## src/rtl/tx_sched_pkg.sv

```systemverilog
// Shared types and constants for the transmit word scheduler.
//   WORD_W            : width of a transmitted word
//   DEF_*             : default scheduler parameters
//   tx_state_e        : scheduler FSM state encoding
//   cnt_width()       : width of the frame/gap down-counter
package tx_sched_pkg;

    localparam int WORD_W           = 16;
    localparam int DEF_DEPTH        = 4;
    localparam int DEF_FRAME_CYCLES = 24;
    localparam int DEF_GAP_CYCLES   = 2;

    typedef enum logic [1:0] {
        IDLE = 2'd0,
        SEND = 2'd1,
        GAP  = 2'd2
    } tx_state_e;

    // Must hold FRAME_CYCLES-1 and GAP_CYCLES-1; never narrower than one bit.
    function automatic int cnt_width(input int frame_cycles, input int gap_cycles);
        int m;
        m = (frame_cycles > gap_cycles) ? frame_cycles : gap_cycles;
        return (m > 1) ? $clog2(m) : 1;
    endfunction

endpackage

```

## src/rtl/word_fifo.sv

```systemverilog
// Small synchronous FIFO for the transmit word scheduler.
// Ports:
//   clk_115200hz : clock, rising edge
//   reset        : asynchronous, active-high; empties the FIFO
//   push/in_data : write request and data; ignored while full
//   pop          : read request; ignored while empty
//   head         : oldest stored word (valid when !empty)
//   level        : number of stored words, 0..DEPTH
//   full/empty   : level == DEPTH / level == 0
// DEPTH must be a power of two so the pointers wrap naturally.
module word_fifo #(
    parameter int WIDTH = 16,
    parameter int DEPTH = 4
) (
    input  logic                     clk_115200hz,
    input  logic                     reset,
    input  logic                     push,
    input  logic [WIDTH-1:0]         in_data,
    input  logic                     pop,
    output logic [WIDTH-1:0]         head,
    output logic [$clog2(DEPTH):0]   level,
    output logic                     full,
    output logic                     empty
);

    localparam int AW    = $clog2(DEPTH);
    localparam int LVL_W = AW + 1;

    logic [WIDTH-1:0] mem [DEPTH];
    logic [AW-1:0]    wr_ptr;
    logic [AW-1:0]    rd_ptr;
    logic             do_push;
    logic             do_pop;

    // Full/empty come from the level, since the pointers are equal in both cases.
    assign full    = (level == LVL_W'(DEPTH));
    assign empty   = (level == '0);
    assign do_push = push && !full;
    assign do_pop  = pop && !empty;
    assign head    = mem[rd_ptr];

    always_ff @(posedge clk_115200hz or posedge reset) begin
        if (reset) begin
            wr_ptr <= '0;
            rd_ptr <= '0;
            level  <= '0;
        end else begin
            if (do_push) wr_ptr <= wr_ptr + AW'(1);
            if (do_pop)  rd_ptr <= rd_ptr + AW'(1);
            case ({do_push, do_pop})
                2'b10:   level <= level + LVL_W'(1);
                2'b01:   level <= level - LVL_W'(1);
                default: level <= level;
            endcase
        end
    end

    // Storage needs no reset: contents are only read through a valid head.
    always_ff @(posedge clk_115200hz) begin
        if (do_push) mem[wr_ptr] <= in_data;
    end

endmodule

```

## src/rtl/tx_word_scheduler.sv

```systemverilog
// Upstream feeder for the 16-bit serial transmitter. Queues words in a
// small FIFO and presents them one at a time: tx_start is held high for
// FRAME_CYCLES with tx_data stable, then low for GAP_CYCLES plus one IDLE
// cycle so the transmitter returns to its start state between words.
// Ports:
//   clk_115200hz : clock, rising edge
//   reset        : asynchronous, active-high; aborts any frame, drops queue
//   in_data      : word to queue (bit 0 transmitted first)
//   in_valid     : in_data valid; pushed when in_valid && in_ready
//   in_ready     : FIFO not full (combinational)
//   tx_data      : word presented to the transmitter (registered)
//   tx_start     : transmitter enable (registered)
//   busy         : frame or gap in progress, or words queued
//   fifo_level   : number of queued words
//   sent_count   : completed frames, wrapping 16-bit (only with macro)
// Build option: define TX_SCHED_WORD_COUNT_EN to add the sent_count port.
//
// state | meaning
// ------+-----------------------------------------------------------
// IDLE  | tx_start low; loads head word as soon as FIFO is non-empty
// SEND  | tx_start high, tx_data stable, counting FRAME_CYCLES
// GAP   | tx_start low, tx_data held, counting GAP_CYCLES
module tx_word_scheduler
    import tx_sched_pkg::*;
#(
    parameter int DEPTH        = DEF_DEPTH,
    parameter int FRAME_CYCLES = DEF_FRAME_CYCLES,
    parameter int GAP_CYCLES   = DEF_GAP_CYCLES
) (
    input  logic                     clk_115200hz,
    input  logic                     reset,
    input  logic [WORD_W-1:0]        in_data,
    input  logic                     in_valid,
    output logic                     in_ready,
    output logic [WORD_W-1:0]        tx_data,
    output logic                     tx_start,
    output logic                     busy,
    output logic [$clog2(DEPTH):0]   fifo_level
`ifdef TX_SCHED_WORD_COUNT_EN
    ,
    output logic [15:0]              sent_count
`endif
);

    localparam int CNT_W = cnt_width(FRAME_CYCLES, GAP_CYCLES);
    localparam logic [CNT_W-1:0] FRAME_LOAD = CNT_W'(FRAME_CYCLES - 1);
    localparam logic [CNT_W-1:0] GAP_LOAD   = CNT_W'(GAP_CYCLES - 1);

    tx_state_e         state;
    logic [CNT_W-1:0]  cnt;
    logic [WORD_W-1:0] fifo_head;
    logic              fifo_full;
    logic              fifo_empty;
    logic              fifo_pop;

    assign in_ready = !fifo_full;
    assign fifo_pop = (state == IDLE) && !fifo_empty;
    assign busy     = (state != IDLE) || !fifo_empty;

    word_fifo #(
        .WIDTH (WORD_W),
        .DEPTH (DEPTH)
    ) u_fifo (
        .clk_115200hz (clk_115200hz),
        .reset        (reset),
        .push         (in_valid),
        .in_data      (in_data),
        .pop          (fifo_pop),
        .head         (fifo_head),
        .level        (fifo_level),
        .full         (fifo_full),
        .empty        (fifo_empty)
    );

    always_ff @(posedge clk_115200hz or posedge reset) begin
        if (reset) begin
            state    <= IDLE;
            cnt      <= '0;
            tx_data  <= '0;
            tx_start <= 1'b0;
        end else begin
            case (state)
                IDLE: begin
                    if (!fifo_empty) begin
                        tx_data  <= fifo_head;
                        tx_start <= 1'b1;
                        cnt      <= FRAME_LOAD;
                        state    <= SEND;
                    end
                end
                SEND: begin
                    if (cnt == '0) begin
                        tx_start <= 1'b0;
                        cnt      <= GAP_LOAD;
                        state    <= GAP;
                    end else begin
                        cnt <= cnt - CNT_W'(1);
                    end
                end
                GAP: begin
                    if (cnt == '0) begin
                        state <= IDLE;
                    end else begin
                        cnt <= cnt - CNT_W'(1);
                    end
                end
                default: begin
                    tx_start <= 1'b0;
                    state    <= IDLE;
                end
            endcase
        end
    end

`ifdef TX_SCHED_WORD_COUNT_EN
    logic [15:0] sent_count_q;

    // Counts completed frames; an aborted frame (reset mid-SEND) is not counted.
    always_ff @(posedge clk_115200hz or posedge reset) begin
        if (reset) begin
            sent_count_q <= '0;
        end else if (state == SEND && cnt == '0) begin
            sent_count_q <= sent_count_q + 16'd1;
        end
    end

    assign sent_count = sent_count_q;
`endif

endmodule

```

## config.mk

```make
export PLATFORM = sky130hd
export DESIGN_NAME = tx_word_scheduler
export DESIGN_NICKNAME = d
export VERILOG_FILES = /design/src/rtl/tx_sched_pkg.sv /design/src/rtl/word_fifo.sv /design/src/rtl/tx_word_scheduler.sv
export SDC_FILE = /design/constraint.sdc
export NUM_CORES = 1
export LEC_CHECK = 0
export ABC_AREA = 1
export CAP_MARGIN = 20
export CORE_ASPECT_RATIO = 1.2
export CORE_MARGIN = 8
export CORE_UTILIZATION = 45
export CTS_CLUSTER_SIZE = 12
export DETAILED_ROUTE_END_ITERATION = 6
export PLACE_DENSITY = 0.64
export SLEW_MARGIN = 20
export SYNTH_ARGS = -nofsm -noshare
export SYNTH_HDL_FRONTEND = slang
export SYNTH_SLANG_ARGS = --single-unit
```

## constraint.sdc

```tcl
create_clock -name clk_115200hz -period 4 [get_ports clk_115200hz]
set_input_delay 0.8 -clock clk_115200hz [delete_from_list [all_inputs] [get_ports clk_115200hz]]
set_output_delay 0.8 -clock clk_115200hz [all_outputs]
set_load 0.05 [all_outputs]
```

==> flow_results.org <==
** CTS
- In this run, CTS created clock tree buffers numbering 9.
- Clk sink count :: 95
- For the worst-skew pair, the clock arrives at the later sink with an insertion delay of 350 ps.
- The number of gates resized after CTS was 0.
- TritonCTS built the clock tree.
- Buffers added to address setup during post-CTS repair amount to 0.
- The cell sitting at the root of the clock tree is a sky130_fd_sc_hd__clkbuf_8.
- Clock slew at reported path FFs :: roughly 90 ps
- Htree depth :: 3
- Maximum clock path buffer count :: 2
- Buffers inserted to repair hold after CTS numbered 0.

** Routing
- For this block, the routed nets add up to a little under 8000 um of wire.
- First-iteration detailed-routing DRC count :: between 100 and 150
- DRT antenna net count :: 0
- Detailed routing inserted a total of 2519 vias.
- Dividing the detail-routed via count by the number of cells gives 4.83.
- Count of TritonRoute iterations in the first routing pass :: 4
- Dividing the detail-routed wire length by the instance count gives 14.8 um.
- Post-route DRC violation count :: 0

** Logic synthesis
- Synth Warn # :: 0
- Syn avg cell area :: ~12 sq um
- Net count of the mapped netlist :: 384
- The mapped netlist covers 4100 sq um.
- Count of distinct cell types in the synthesized netlist :: 32
- Share of synthesized registers carrying an async set or reset :: 0.326
- Of the synthesized area, sequential elements account for 0.658.
- Counting every instance in the synthesized netlist gives 353.
- Number of synthesized register bits :: 95
- Counting flops with a built-in enable in the synthesized netlist gives 64.
- Primary FF master, synth :: sky130_fd_sc_hd__edfxtp_1

** Worst setup path
- Critical Path Start Type :: flop
- The critical path is of the reg2out type.
- Data arrives at the worst endpoint at 2110 ps.
- Largest fanout on the critical path :: 6
- STA classifies the critical path endpoint as an output port.
- At the worst endpoint, the required time is ~3200 ps.

** Global routing
- The number of global-route vias before repair was 2629.
- Pin count of the biggest net entering global routing :: 35
- Global-route usage over all layers :: 0.135
- Number of antenna violations at the first check in global routing :: 0
- For this run the aggregate overflow at the end of global routing stands at 0.
- First-pass GRT wire length :: 12700 um

** Cells and area
- The net count of the finished layout is between 400 and 500.
- Diodes inserted :: 0
- Leaving out filler cells and counting taps, the final layout contains between 500 and 600.
- Compared with the post-synthesis result, the final layout area differs by 17.4%.
- Fraction of layout cells with a size suffix above 1 :: 0.120

** STA
- Worst max-slew margin expressed relative to the limit :: 0.477
- Static timing analysis puts the maximum clock frequency at 0.344 GHz.
- The final count of pins violating max slew came to 0.
- Between clock sinks in the finished design, the worst skew comes to 7.23 ps.
- Final Hold Fails :: 0
- Of the available clock period, the critical path in the final layout requires 0.726.
- Setup violations remaining at the end of the flow were counted as 0.
- Setup repair after global routing missed its margin :: false
- Setup total negative slack :: 0 ps
- In the post-route analysis, the smallest setup slack over all paths is approximately 1100 ps.
- At the pin with the least slew margin, the transition time is between 700 and 800 ps.
- Final worst path period need :: 2910 ps

** Status
- The flow ran to the end, and the final reports show no timing, DRC or antenna violations.

** Power and ir drop
- Of the total power, registers draw 0.371.
- Areal power density over the cells :: 863 nW/um^2
- Internal Power :: between 0.002 and 0.0025 W
- IR analysis of the VDD net gives a maximum drop of 0.000310 V.
- Switching part of the total :: 0.423
- Logic pwr share :: 0.452
- In this run the static leakage power is around 1.9 nW.
- Clock power frac :: 0.177
- The analysis attributes to net switching a power of roughly 0.0018 W.

** Place
- Summed over all nets, the half-perimeter wirelength after detailed placement is 4960 um.
- Number of I/O port buffers :: 40
- Global placer's final weighted congestion :: 0.783
- Counting tap cells, the placed design contains a total of 505 instances.
- At the placement stage, the worst setup path has a slack of between 1000 and 1500 ps.

** Flow run
- Number of max-capacitance violations reported :: 0

** Die
- Chip height :: ~120 um
- For this configuration, the core starts out at a cell density of 0.459.
- Row generation in the floorplan step produced 38 rows.
- Die area :: around 12000 sq um
- From left edge to right edge, the die measures 103 um.
- Core Area :: 8940 sq um
- During I/O placement, the number of pins put on the boundary was approximately 40.

** Min path
- The path class of the tightest hold or removal check is reg2reg.
[power groups by stage]
stage                     Sequential, W  Combinational, W  Clock (W)
after floorplan                 0.00186           0.00116          0
after global placement          0.00156           0.00187          0
after detailed placement        0.00156           0.00191          0
after CTS                       0.00154           0.00192   0.000756
after global routing            0.00158           0.00208   0.000792
final                           0.00154           0.00188   0.000734
[registers in the layout, summed over array words and instances, names as in the netlist]
register and flops:
tx_start 1, u_fifo.level 3, u_fifo.rd_ptr 2, cnt 5
u_fifo.wr_ptr 2, state 2, tx_data 16, u_fifo.mem 64
[worst max-delay path, cell delays in order (launching register included)]
cell and delay (ps):
sky130_fd_sc_hd__dfrtp_1 410, sky130_fd_sc_hd__inv_1 100, sky130_fd_sc_hd__ha_1 250, sky130_fd_sc_hd__nand3_2 170
sky130_fd_sc_hd__clkdlybuf4s50_1 830
[through the flow]
step / instance area, sq um / hold slack (ps) / util / total power, W
floorplan: 4100 / 469 / - / 0.00302
global placement: 4580 / 487 / 0.512 / 0.00342
detailed placement: 4580 / 497 / 0.512 / 0.00347
CTS: 4810 / 518 / 0.539 / 0.00422
global route: 4810 / 551 / 0.539 / 0.00444
finish: 4810 / 509 / 0.539 / 0.00416
[layout by cell type (no fill, tap or decap), drive strengths merged]
| cell | n |
|---|---|
| a21oi | 2 |
| a31oi | 16 |
| buf | 6 |
| bufinv | 3 |
| clkbuf | 9 |
| clkdlybuf4s50 | 40 |
| clkinv | 3 |
| clkinvlp | 1 |
| dfrtp | 31 |
| edfxtp | 64 |
| fa | 1 |
| ha | 11 |
| inv | 25 |
| nand2 | 34 |
| nand3 | 15 |
| nand4 | 1 |
| nor2 | 97 |
| o21ai | 38 |
| xnor2 | 1 |
| xor2 | 3 |
[metal layers]
metal  GRT usage  vias to the layer above  part of all wire
li1            -                     1279                 -
met1       0.154                     1209              0.44
met2       0.231                       25              0.52
met4      0.0490                        0             0.012
met5           0                        -                 0
met3      0.0397                        6             0.032
[cell usage after synthesis, types with 2 or more instances]
library cell | count | area, sq um
sky130_fd_sc_hd__nand2_4 | 2 | 22.5
sky130_fd_sc_hd__buf_2 | 2 | 10.0
sky130_fd_sc_hd__xor2_1 | 3 | 26.3
sky130_fd_sc_hd__clkbuf_1 | 2 | 7.51
sky130_fd_sc_hd__a31oi_1 | 16 | 100
sky130_fd_sc_hd__inv_1 | 21 | 78.8
sky130_fd_sc_hd__ha_1 | 11 | 138
sky130_fd_sc_hd__nor2_8 | 2 | 40.0
sky130_fd_sc_hd__o21ai_1 | 4 | 20.0
sky130_fd_sc_hd__inv_2 | 2 | 7.51
sky130_fd_sc_hd__dfrtp_1 | 31 | 776
sky130_fd_sc_hd__nor2_2 | 12 | 75.1
sky130_fd_sc_hd__a21oi_1 | 2 | 10.0
sky130_fd_sc_hd__o21ai_0 | 33 | 165
sky130_fd_sc_hd__buf_4 | 4 | 30.0
sky130_fd_sc_hd__nor2_4 | 2 | 22.5
sky130_fd_sc_hd__nand3_1 | 13 | 65.1
sky130_fd_sc_hd__buf_6 | 4 | 45.0
sky130_fd_sc_hd__nand2_2 | 2 | 12.5
sky130_fd_sc_hd__edfxtp_1 | 64 | 1920
sky130_fd_sc_hd__nor2_1 | 81 | 304
sky130_fd_sc_hd__nand2_1 | 30 | 113
[path summary, 6_finish.rpt]
kind	from	to	slack [ps]	cells past startpoint
max in group asynchronous	reset	tx_data[9]	2840	3
hold / removal	tx_start	tx_start	510	2
min in group asynchronous	reset	u_fifo.level[0]	850	3
setup / recovery	state[0]	busy	1090	4
setup reg to reg	state[0]	u_fifo.level[2]	1680	10
hold reg to reg	tx_start	tx_start	510	2
[area by class of cell]
class | instances | area (sq um)
Sequential cell | 95 | 2700
Clock inverter | 7 | 111
Clock buffer | 9 | 124
Tap cell | 120 | 150
Fill cell | 800 | 4120
Multi-Input combinational cell | 219 | 1180
Inverter | 25 | 101
Timing Repair Buffer | 46 | 445
[cells by family (layout without fill, tap and decap cells)]
family,Yosys count,in the layout,share of synthesized area
and+or+nand+nor,147,147,0.168
adders and majority gates,12,12,0.0384
buffers and inverters,39,87,0.0534
AOI/OAI and AO/OA,56,56,0.0741
DFF,95,95,0.658
xor gates and xnor gates,4,4,0.00854
(Power assumes the default switching activity.)
